<file path="config.mk">
export PLATFORM = sky130hd
export DESIGN_NAME = bitwise_logic_engine
export DESIGN_NICKNAME = d
export VERILOG_FILES = /design/src/rtl/alu_logic_pkg.sv /design/src/rtl/bitwise_logic_slice.sv /design/src/rtl/bitwise_logic_engine.sv
export SDC_FILE = /design/constraint.sdc
export NUM_CORES = 1
export LEC_CHECK = 0
export CORE_UTILIZATION = 53
export CTS_CLUSTER_DIAMETER = 50
export DETAILED_ROUTE_END_ITERATION = 16
export PLACE_DENSITY = 0.8
export SLEW_MARGIN = 15
export SYNTH_ARGS = -nofsm -noshare
export SYNTH_HDL_FRONTEND = slang
export SYNTH_SLANG_ARGS = --single-unit
</file>
<file path="constraint.sdc">
create_clock -name clock -period 3.62 [get_ports clock]
set_input_delay 0.724 -clock clock [delete_from_list [all_inputs] [get_ports clock]]
set_output_delay 0.724 -clock clock [all_outputs]
set_load 0.01 [all_outputs]
</file>
<file path="src/rtl/alu_logic_pkg.sv">
// Shared encodings for the multicycle bitwise logic unit: op codes, FSM states
// and a helper for sizing the chunk counter.
package alu_logic_pkg;

  typedef enum logic [1:0] {
    OP_AND = 2'b00,
    OP_OR  = 2'b01,
    OP_XOR = 2'b10,
    OP_NOR = 2'b11
  } op_e;

  typedef enum logic [1:0] {
    ST_IDLE = 2'b00,
    ST_RUN  = 2'b01,
    ST_DONE = 2'b10
  } state_e;

  // A single-chunk unit still needs a 1-bit counter so the select stays legal.
  function automatic int cnt_width(input int n);
    return (n > 1) ? $clog2(n) : 1;
  endfunction

endpackage

</file>
<file path="src/rtl/bitwise_logic_slice.sv">
// CHUNK-wide combinational AND/OR/XOR/NOR cell; zero latency, no handshake.
module bitwise_logic_slice
  import alu_logic_pkg::*;
#(
  parameter int CHUNK = 8
) (
  input  logic [CHUNK-1:0] a,
  input  logic [CHUNK-1:0] b,
  input  logic [1:0]       op,
  output logic [CHUNK-1:0] y
);

  always_comb begin
    y = '0;
    case (op_e'(op))
      OP_AND:  y = a & b;
      OP_OR:   y = a | b;
      OP_XOR:  y = a ^ b;
      OP_NOR:  y = ~(a | b);
      default: y = '0;
    endcase
  end

endmodule

</file>
<file path="src/rtl/bitwise_logic_engine.sv">
// Multicycle bitwise op on WIDTH-bit operands, CHUNK bits per cycle, LSB first.
// Result after WIDTH/CHUNK RUN cycles with a one-cycle RDY pulse; a start in any state restarts.
module bitwise_logic_engine
  import alu_logic_pkg::*;
#(
  parameter int WIDTH = 32,
  parameter int CHUNK = 8
) (
  input  logic             clock,
  input  logic             reset,
  input  logic             ctrl_start,
  input  logic [1:0]       ctrl_op,
  input  logic [WIDTH-1:0] data_operandA,
  input  logic [WIDTH-1:0] data_operandB,
  output logic [WIDTH-1:0] data_result,
  output logic             data_resultRDY,
  output logic             data_busy,
  output logic             data_zero
);

  localparam int N  = WIDTH / CHUNK;
  localparam int CW = cnt_width(N);
  localparam logic [CW-1:0] CNT_LAST = CW'(N - 1);

  generate
    if ((WIDTH % CHUNK) != 0) begin : g_bad_chunk
      $error("bitwise_logic_engine: WIDTH must be a multiple of CHUNK");
    end
  endgenerate

  state_e           state_q, state_d;
  logic [CW-1:0]    cnt_q, cnt_d;
  logic [1:0]       op_q, op_d;
  logic [WIDTH-1:0] a_q, a_d;
  logic [WIDTH-1:0] b_q, b_d;
  logic [WIDTH-1:0] work_q, work_d;
  logic [WIDTH-1:0] res_q, res_d;
  logic             zero_q, zero_d;

  logic [31:0]      base;
  logic [CHUNK-1:0] a_chunk;
  logic [CHUNK-1:0] b_chunk;
  logic [CHUNK-1:0] y_chunk;
  logic [WIDTH-1:0] work_upd;

  // The one slice is time-shared across chunks via the counter-driven select.
  assign base    = 32'(cnt_q) * 32'(CHUNK);
  assign a_chunk = a_q[base +: CHUNK];
  assign b_chunk = b_q[base +: CHUNK];

  bitwise_logic_slice #(
    .CHUNK (CHUNK)
  ) u_slice (
    .a  (a_chunk),
    .b  (b_chunk),
    .op (op_q),
    .y  (y_chunk)
  );

  always_ff @(posedge clock) begin
    if (reset) begin
      state_q <= ST_IDLE;
      cnt_q   <= '0;
      op_q    <= '0;
      a_q     <= '0;
      b_q     <= '0;
      work_q  <= '0;
      res_q   <= '0;
      zero_q  <= 1'b1;
    end else begin
      state_q <= state_d;
      cnt_q   <= cnt_d;
      op_q    <= op_d;
      a_q     <= a_d;
      b_q     <= b_d;
      work_q  <= work_d;
      res_q   <= res_d;
      zero_q  <= zero_d;
    end
  end

  always_comb begin
    state_d  = state_q;
    cnt_d    = cnt_q;
    op_d     = op_q;
    a_d      = a_q;
    b_d      = b_q;
    work_d   = work_q;
    res_d    = res_q;
    zero_d   = zero_q;
    work_upd = work_q;
    work_upd[base +: CHUNK] = y_chunk;

    if (ctrl_start) begin
      // Accepted in every state; an in-flight operation is dropped without a pulse.
      state_d = ST_RUN;
      cnt_d   = '0;
      op_d    = ctrl_op;
      a_d     = data_operandA;
      b_d     = data_operandB;
      work_d  = '0;
    end else begin
      case (state_q)
        ST_IDLE: state_d = ST_IDLE;
        ST_RUN: begin
          work_d = work_upd;
          if (cnt_q == CNT_LAST) begin
            res_d   = work_upd;
            zero_d  = (work_upd == '0);
            cnt_d   = '0;
            state_d = ST_DONE;
          end else begin
            cnt_d = cnt_q + CW'(1);
          end
        end
        ST_DONE: state_d = ST_IDLE;
        default: state_d = ST_IDLE;
      endcase
    end
  end

  always_comb begin
    data_busy      = (state_q == ST_RUN);
    data_resultRDY = (state_q == ST_DONE);
    data_result    = res_q;
    data_zero      = zero_q;
  end

endmodule

</file>
==> impl_metrics.ini <==
[floorplan]
die_area_um2 = 12000
coreArea_um2 = 11100
initial_core_util = 0.555
die_y_um = 110
io_pins = 104
dieWidth_um = 110
row_count = 38

[routing]
vias = 4990
totalWireLength_um = 14500
routedWlPerCell_um = 16.5
detail-route-antenna-nets = 0
drc = 0
first_pass_iters = 5
avgViaCountPerCell = 5.68
drt-initial-drc-count = 381

[yosys]
synth_top_area_frac = 0.440
netlist_top_cells_area = dfxtp_1, mux2i_1, nor2_1
synth_edf_count = 0
ys.warnings.count = 0
yosysUniqueCellTypes = 49
syn-cell-area_um2 = 6150
synth-seq-cells = 135
synth_top_flop_cell = dfxtp_1
postSynthAreaPerCell_um2 = 9.52
async_flop_share = 0
synthesis.instances = 646
syn-num-nets = 737
yosys.area.top_type = dfxtp_1
synth_seq_area_share = 0.440

[setup_path]
crit_arrival_ps = 3410
start_kind = flop
crit_path_end_kind = flop
slowest_stage = mux4_2
path_cells = buf_4, mux4_2, inv_1, ha_1, mux2_1, nand2_1, o21ai_1, o41ai_1, o2111ai_1, o31ai_2
crit_type = flop to flop
slowest_delay_ps = 550
worstPathRequired_ps = 3960
cp_max_fo = 16

[timing]
finalHoldViolCount = 0
grt_setup_unrepaired = false
fin_crit_ps = 3070
final.setup_skew_ps = 7.62
maxSlewHeadroom = 0.317
finalSetupViolations = 0
worst_pin_slew_ps = 1020
final_min_period_over_clock_period = 0.849
whs_ps = 478
setup_tns_ps = 0
slew_viol_final = 0
fmax_mhz = 325

[clock_tree]
htreeDepth = 4
clockBufferDepth = 2
clock-sinks = 135
cts_tree = yes
path_clk_slew_ps = 50
cts_resized = 0
clk_latency_ps = 420
cts_root_buf = clkbuf_16
hold_buffers = 0
cts_buffers = 17
post-cts-setup-buffers = 0

[global_routing]
grtUsageTotal = 0.263
grt_pass1_vias = 4881
grt_start_max_net_pins = 102
antenna_found_initial = 0
grt_pass1_wl_um = 23600
overflow = 0

[status]
status = finished, final reports clean

[pwr]
power.switching_mw = 0.844
ir_drop_mv = 0.377
p_sw_frac = 0.235
power_density_nw_per_um2 = 463
clock_power_share = 0.445
leakagePower_nw = 2.98
power_frac_seq = 0.442
combPwrFrac = 0.113
p_int_mw = 2.74

[job]
maxCapViolations = 0

[placement]
gp_congestion = 0.862
hpwl_um = 10100
io_buffers = 103

[min_path]
min_path_type = flop to flop

[layout]
antenna_cells = 0
drive_above_1_share = 0.0840
area_growth_pct = 25.9
fin_nets = 819
## layout by cell type (no fill, tap or decap), types with 3 or more instances in the layout
cell type	instances
a211oi_1	60
a21oi_1	26
a22oi_1	13
buf_4	8
clkbuf_1	4
clkbuf_16	17
clkbuf_8	4
clkdlybuf4s50_1	101
clkinv_2	3
dfxtp_1	135
ha_1	22
inv_1	19
mux2_1	5
mux2i_1	67
mux4_2	16
nand2_1	18
nand2b_1	3
nor2_1	142
nor2b_1	22
nor3_1	5
nor3_2	3
o21ai_0	6
o21ai_1	7
## per-stage QoR
step / std cells / power (mW) / setup WS [ps] / util / area [um^2]
2_1_floorplan: 646 / 1.87 / 666 / - / 6150
3_3_place_gp: 849 / 2.00 / 811 / 0.650 / 7200
3_5_place_dp: 849 / 2.01 / 641 / 0.650 / 7200
4_1_cts: 878 / 3.60 / 629 / 0.699 / 7740
5_1_grt: 878 / 3.71 / 403 / 0.699 / 7740
6_report: 878 / 3.58 / 547 / 0.699 / 7740
## power groups by stage
stage | Sequential [mW] | Combinational [mW] | Clock (mW)
floorplan | 1.60 | 0.269 | 0
global placement | 1.61 | 0.384 | 0
detailed placement | 1.62 | 0.399 | 0
CTS | 1.58 | 0.401 | 1.61
global route | 1.59 | 0.441 | 1.68
finish | 1.59 | 0.405 | 1.59
## flip-flops by register name, summed over array words and instances (netlist names)
name,flops
data_result,32
b_q,32
a_q,32
cnt_q,2
work_q,32
state_q,2
data_zero,1
op_q,2
## metal layers
metal  up-vias  wire length (um)  global-route usage
met5         -                 0                   0
met4         0               301               0.105
met3        28               915              0.0759
met2       188              7110               0.438
met1      2335              6210               0.320
li1       2439                 -                   -
## path summary, 6_finish.rpt
check	endpoint	startpoint	slack, ps	depth (start not counted)
setup / recovery	data_zero	cnt_q[0]	550	10
setup reg to reg	data_zero	cnt_q[0]	550	10
hold reg to reg	work_q[21]	work_q[21]	480	2
hold / removal	work_q[21]	work_q[21]	480	2
## cells in the mapped netlist (2+ instances only)
master	number
clkbuf_1	33
a22oi_1	13
nor2b_1	22
nor3_2	3
a221oi_1	2
mux2i_1	67
buf_1	4
o21ai_0	6
mux4_2	16
a21oi_1	26
or4_1	2
buf_2	7
dfxtp_1	135
nor4_1	2
mux2_1	5
nand2_1	18
nor3_1	5
nand3_1	2
a211oi_1	60
nand2b_1	3
o21ai_1	7
nor2_1	142
inv_1	19
ha_1	22
## critical path: cells and delay by family (launching register included)
| kind | cells | cell delay [ps] |
|---|---|---|
| AND/OR/NAND/NOR | 1 | 60 |
| AO/OA/AOI/OAI | 4 | 1190 |
| flip-flops | 1 | 330 |
| buffers and inverters | 2 | 350 |
| multiplexers | 2 | 830 |
| adder cells (fa/ha/maj) | 1 | 220 |
## cell type report
| class | instances | area, um^2 |
|---|---|---|
| inverters | 21 | 78.8 |
| repair buffers | 110 | 1080 |
| clock inverters | 4 | 45.0 |
| fillers | 848 | 3340 |
| well taps | 140 | 175 |
| flip-flops and latches | 135 | 2700 |
| multi-input cells | 443 | 3170 |
| clock buffers | 25 | 495 |
## cell families (layout without fill, tap and decap cells)
kind of cell / count (synthesis) / after routing / synth area share
buf+inv: 68 / 160 / 0.0466
flops: 135 / 135 / 0.440
simple gates: 208 / 208 / 0.152
compound gates: 124 / 124 / 0.139
mux: 89 / 89 / 0.179
fa+ha+maj: 22 / 22 / 0.0448
Power figures use the tool's default switching activity.
